`src/rtl/led_pwm_fader_if.sv`:
```
// LED fader signal bundle: request/enable into the fader; PWM drive,
// brightness level and ramp status out of it.
interface led_pwm_fader_if #(
    parameter int PWM_BITS = 8
);
    logic                led_req;
    logic                enable;
    logic                led_out;
    logic [PWM_BITS-1:0] level;
    logic                busy;

    modport master (
        output led_req,
        output enable,
        input  led_out,
        input  level,
        input  busy
    );

    modport slave (
        input  led_req,
        input  enable,
        output led_out,
        output level,
        output busy
    );
endinterface

```
`src/rtl/led_pwm_fader.sv`:
```
// PWM LED fader: ramps brightness linearly up while the request is held and
// down when it is released, driving the LED pin with a PWM of that level.
module led_pwm_fader #(
    parameter int PWM_BITS = 8,
    parameter int STEP_DIV = 97656
) (
    input logic            clk,
    input logic            rst_n,
    led_pwm_fader_if.slave bus
);
    localparam int                  PRESC_W    = (STEP_DIV > 1) ? $clog2(STEP_DIV) : 1;
    localparam logic [PWM_BITS-1:0] MAX_LEVEL  = '1;
    localparam logic [PRESC_W-1:0]  PRESC_LAST = PRESC_W'(STEP_DIV - 1);

    typedef enum logic [1:0] {S_OFF, S_UP, S_ON, S_DOWN} state_t;

    state_t              state;
    state_t              state_nxt;
    logic [PWM_BITS-1:0] level_q;
    logic [PWM_BITS-1:0] level_nxt;
    logic [PWM_BITS-1:0] pwm_cnt;
    logic [PRESC_W-1:0]  presc;
    logic [PRESC_W-1:0]  presc_nxt;
    logic                led_q;
    logic                busy_q;
    logic                req;
    logic                ramping;
    logic                step_tick;

    assign req       = bus.led_req & bus.enable;
    assign ramping   = (state == S_UP) || (state == S_DOWN);
    assign step_tick = ramping && (presc == PRESC_LAST);

    // A request change always wins over a coincident step: the level is held
    // on a reversal edge, and the prescaler restarts in the new direction.
    always_comb begin
        state_nxt = state;
        level_nxt = level_q;
        case (state)
            S_OFF: begin
                level_nxt = '0;
                if (req) state_nxt = S_UP;
            end
            S_UP: begin
                if (!req) begin
                    state_nxt = S_DOWN;
                end else if (step_tick) begin
                    if (level_q != MAX_LEVEL) level_nxt = level_q + 1'b1;
                    if (level_nxt == MAX_LEVEL) state_nxt = S_ON;
                end
            end
            S_ON: begin
                level_nxt = MAX_LEVEL;
                if (!req) state_nxt = S_DOWN;
            end
            S_DOWN: begin
                if (req) begin
                    state_nxt = S_UP;
                end else if (step_tick) begin
                    if (level_q != '0) level_nxt = level_q - 1'b1;
                    if (level_nxt == '0) state_nxt = S_OFF;
                end
            end
            default: state_nxt = S_OFF;
        endcase

        if (!ramping || (state_nxt != state) || step_tick)
            presc_nxt = '0;
        else
            presc_nxt = presc + 1'b1;
    end

    always_ff @(posedge clk or negedge rst_n) begin
        if (!rst_n) begin
            state   <= S_OFF;
            level_q <= '0;
            pwm_cnt <= '0;
            presc   <= '0;
            led_q   <= 1'b0;
            busy_q  <= 1'b0;
        end else begin
            state   <= state_nxt;
            level_q <= level_nxt;
            pwm_cnt <= pwm_cnt + 1'b1;
            presc   <= presc_nxt;
            busy_q  <= (state_nxt == S_UP) || (state_nxt == S_DOWN);
            // Full level is forced solid; otherwise L high cycles per period.
            led_q   <= (level_q == MAX_LEVEL) || (pwm_cnt < level_q);
        end
    end

    assign bus.level   = level_q;
    assign bus.led_out = led_q;
    assign bus.busy    = busy_q;
endmodule

```
`src/flat_wrapper.sv`:
```
// flat-port wrapper written by rule: the top's interface ports become plain ports
module led_pwm_fader_flat 
#(
    parameter int PWM_BITS = 8,
    parameter int STEP_DIV = 97656
)
  (clk, rst_n, bus_led_req, bus_enable, bus_led_out, bus_level, bus_busy);
  led_pwm_fader_if #(.PWM_BITS(PWM_BITS)) bus_i ();
  input logic clk;
  input logic rst_n;
  input wire logic [$bits(bus_i.led_req)-1:0] bus_led_req;
  input wire logic [$bits(bus_i.enable)-1:0] bus_enable;
  output wire logic [$bits(bus_i.led_out)-1:0] bus_led_out;
  output wire logic [$bits(bus_i.level)-1:0] bus_level;
  output wire logic [$bits(bus_i.busy)-1:0] bus_busy;
  assign bus_i.led_req = bus_led_req;
  assign bus_i.enable = bus_enable;
  assign bus_led_out = bus_i.led_out;
  assign bus_level = bus_i.level;
  assign bus_busy = bus_i.busy;
  led_pwm_fader #(.PWM_BITS(PWM_BITS), .STEP_DIV(STEP_DIV)) u_core (.clk(clk), .rst_n(rst_n), .bus(bus_i));
endmodule
```
`config.mk`:
```
export PLATFORM = sky130hd
export DESIGN_NAME = led_pwm_fader_flat
export DESIGN_NICKNAME = d
export VERILOG_FILES = /design/src/rtl/led_pwm_fader_if.sv /design/src/rtl/led_pwm_fader.sv /design/src/flat_wrapper.sv
export SDC_FILE = /design/constraint.sdc
export NUM_CORES = 1
export LEC_CHECK = 0
export ABC_AREA = 0
export CAP_MARGIN = 20
export CORE_MARGIN = 10
export CORE_UTILIZATION = 50
export CTS_CLUSTER_SIZE = 14
export DETAILED_ROUTE_END_ITERATION = 10
export DONT_BUFFER_PORTS = 1
export GPL_TIMING_DRIVEN = 0
export HOLD_SLACK_MARGIN = 0.15
export PLACE_DENSITY_LB_ADDON = 0.2
export SYNTH_ARGS = -nofsm -noshare
export SYNTH_HDL_FRONTEND = slang
export SYNTH_SLANG_ARGS = --single-unit
```
`constraint.sdc`:
```
create_clock -name clk -period 3.3 [get_ports clk]
set_input_delay 0.495 -clock clk [delete_from_list [all_inputs] [get_ports clk]]
set_output_delay 0.495 -clock clk [all_outputs]
set_load 0.05 [all_outputs]
```
==> results.sh <==
export IMPL_drt_iter0_drc=178
export IMPL_endpoint_kind="register"
export IMPL_ys_flop_type="dfrtp_1"
export IMPL_cp_data_arrival_time_ns=2.98
export IMPL_rows=25
export IMPL_critPathMaxFanout=9
export IMPL_synth_top_cells_by_area="dfrtp_1, ha_1, xor2_1"
export IMPL_cts_hold_fix_buffers=2
export IMPL_finalSetupViolations=0
export IMPL_clk_path_buf_depth=2
export IMPL_yosysUniqueCellTypes=54
export IMPL_synth_area_um2=2390
export IMPL_start_util=0.510
export IMPL_clockPowerShare=0.188
export IMPL_seq_area_frac_synth=0.377
export IMPL_ys_ff_latch=36
export IMPL_cts_tree="done"
export IMPL_power_density_nw_per_um2=703
export IMPL_outcome="complete, no violations"
export IMPL_portBuffers=0
export IMPL_drc=0
export IMPL_dr_pass1_iters=4
export IMPL_multiInputGateArea_um2=1370
export IMPL_critPathKind="reg2reg"
export IMPL_dieWidth_um=89.2
export IMPL_path_clk_slew_ns=0.07
export IMPL_cts_sinks=36
export IMPL_yosysTopAreaCell="dfrtp_1"
export IMPL_tns_ns=0
export IMPL_swShare=0.466
export IMPL_finalCriticalPeriod_ns=2.75
export IMPL_syn_num_nets=281
export IMPL_diodes=0
export IMPL_postSynthAreaPerCell_um2=8.99
export IMPL_ys_warn_count=0
export IMPL_yosysMostFrequentCell="dfrtp_1"
export IMPL_rsz0062_at_grt="false"
export IMPL_grt_max_degree=37
export IMPL_place_hpwl_mm=3.96
export IMPL_seqPwrFrac=0.400
export IMPL_ctsResizeCount=0
export IMPL_die_y_um=89.2
export IMPL_synth_cells=266
export IMPL_async_reset_ff_frac=1.00
export IMPL_vias_per_cell=6.08
export IMPL_hp_class="in2reg"
export IMPL_hold_violations=0
export IMPL_wl_per_cell_um=17.0
export IMPL_fin_crit_sh=0.835
export IMPL_synth_edf_count=0
export IMPL_synth_top_area_frac=0.377
export IMPL_intPower_uw=970
export IMPL_total_power_uw=1820
export IMPL_ant_nets=0
export IMPL_vias=1999
export IMPL_clock_fmax_mhz=363
export IMPL_drive_gt1_frac=0.120
export IMPL_cap_violations=0
export IMPL_cts_max_level=2
export IMPL_slew_viol_final=0
export IMPL_power_switching_uw=847
export IMPL_grt_usage=0.152
export IMPL_core_area_um2=4690
export IMPL_fin_nets=290
export IMPL_seq_area_um2=901
export IMPL_critPathRequiredTime_ns=3.53
export IMPL_p_leak_uw=0.00112
export IMPL_worstSetupStartpointType="register"
export IMPL_finClkSkew_ns=0.00584
export IMPL_fillers=440
export IMPL_ioPinCount=14
export IMPL_routed_wl_mm=5.58
export IMPL_grt_overflow=0
export IMPL_cts_root_buf="clkbuf_8"
export IMPL_place_gp_congestion=0.940
export IMPL_tightest_slew_ns=0.755
export IMPL_grt_first_pass_wirelength_mm=9.58
export IMPL_comb_power_share=0.412
export IMPL_antenna_found_initial=0
export IMPL_grt_pass1_vias=1991
export IMPL_area_growth_pct=8.11
export IMPL_peakVddDrop_mv=0.309
export IMPL_synthTopCellsByCount="dfrtp_1, nor2_1, nand3_1, nand2_1, xor2_1"
export IMPL_clk_insertion_delay_late_ns=0.29
export IMPL_max_slew_margin=0.497
export IMPL_die_area_um2=7950
export IMPL_cts_setup_buffers=0
export IMPL_cts_made_buffers=5
-- per-stage QoR --
step | utilization | hold WS, ns | worst slack [ns] | cell area, µm² | std cells
finish | 0.551 | 0.389 | 0.546 | 2580 | 329
global route | 0.551 | 0.411 | 0.386 | 2580 | 329
CTS | 0.551 | 0.385 | 0.567 | 2580 | 329
detailed placement | 0.524 | 0.201 | 0.585 | 2460 | 320
global placement | 0.524 | 0.201 | 0.540 | 2460 | 320
floorplan | - | 0.199 | 0.972 | 2390 | 266
-- state kept, by name (all words and copies together), names as in the netlist --
register	count
u_core.bus.level	8
u_core.presc	17
u_core.bus.busy	1
u_core.pwm_cnt	8
u_core.state	1
u_core.bus.led_out	1
-- cell families after synthesis --
| kind of cell | share of synthesized area |
|---|---|
| buffers and inverters | 0.0518 |
| AND/OR/NAND/NOR | 0.249 |
| XOR/XNOR | 0.0879 |
| flip-flops | 0.377 |
| adder cells (fa/ha/maj) | 0.0576 |
| AO/OA/AOI/OAI | 0.177 |
-- layer usage --
layer  share of wire  wire length [µm]  GRT usage  vias up
met5               0                 0          0        -
met4           0.016                87     0.0592        0
met3           0.073               409     0.0337        7
met2            0.48              2660      0.250       73
met1            0.43              2420      0.189      936
li1                -                 -          -      983
-- worst max-delay path, stage by stage, from the launching register on --
cell	delay (ns)
dfrtp_1	0.83
ha_1	0.26
buf_2	0.19
nand3_1	0.19
nor3_2	0.41
nor4_4	0.11
xnor2_1	0.16
nor4_2	0.36
o21a_1	0.17
-- area by class of cell --
| type | count | share of cell area |
|---|---|---|
| flip-flops and latches | 36 | 0.348 |
| multi-input cells | 206 | 0.529 |
| plain buffers | 13 | 0.0319 |
| well taps | 54 | 0.0261 |
| inverters | 11 | 0.0160 |
| repair buffers | 2 | 0.0116 |
| clock buffers | 7 | 0.0373 |
-- power groups by stage --
stage                     Sequential (µW)  Combinational [µW]  Clock [µW]
after global routing                  740                 831         372
after detailed placement              739                 720           0
after global placement                736                 720           0
final                                 727                 749         342
after floorplan                       712                 582           0
after CTS                             730                 739         349
-- path summary, 6_finish.rpt --
check                                     from                   to  slack (ns)  cells after the start
setup / recovery           u_core.bus.level[1]      u_core.state[1]        0.55                      8
hold / removal                      bus_enable      u_core.state[1]        0.39                      2
setup reg to reg           u_core.bus.level[1]      u_core.state[1]        0.55                      8
hold reg to reg                u_core.presc[0]      u_core.presc[0]        0.46                      1
max in group asynchronous                rst_n      u_core.state[1]        2.44                      2
min in group asynchronous                rst_n  u_core.bus.level[0]        0.67                      2
-- layout by cell type, fill, tap and decap left out, types with 3 or more instances in the layout --
| cell type | netlist | final |
|---|---|---|
| xnor2_1 | 11 | 11 |
| o21ai_0 | 9 | 9 |
| nor3_1 | 4 | 4 |
| o211ai_1 | 6 | 6 |
| and2_1 | 3 | 3 |
| a21oi_1 | 12 | 12 |
| nor4_1 | 3 | 3 |
| or3_1 | 3 | 3 |
| nand3_1 | 20 | 20 |
| inv_1 | 9 | 9 |
| nand2_1 | 18 | 18 |
| a31oi_1 | 7 | 7 |
| dfrtp_1 | 36 | 36 |
| a21o_1 | 7 | 7 |
| and4_1 | 4 | 4 |
| nor2_1 | 26 | 26 |
| clkbuf_8 | 0 | 7 |
| ha_1 | 11 | 11 |
| buf_4 | 3 | 3 |
| xor2_1 | 13 | 13 |
| buf_2 | 6 | 6 |
| o21ai_1 | 3 | 3 |
| nand4_1 | 5 | 5 |
| and3_1 | 6 | 6 |
Note: power is estimated with default switching activity, not from simulation.
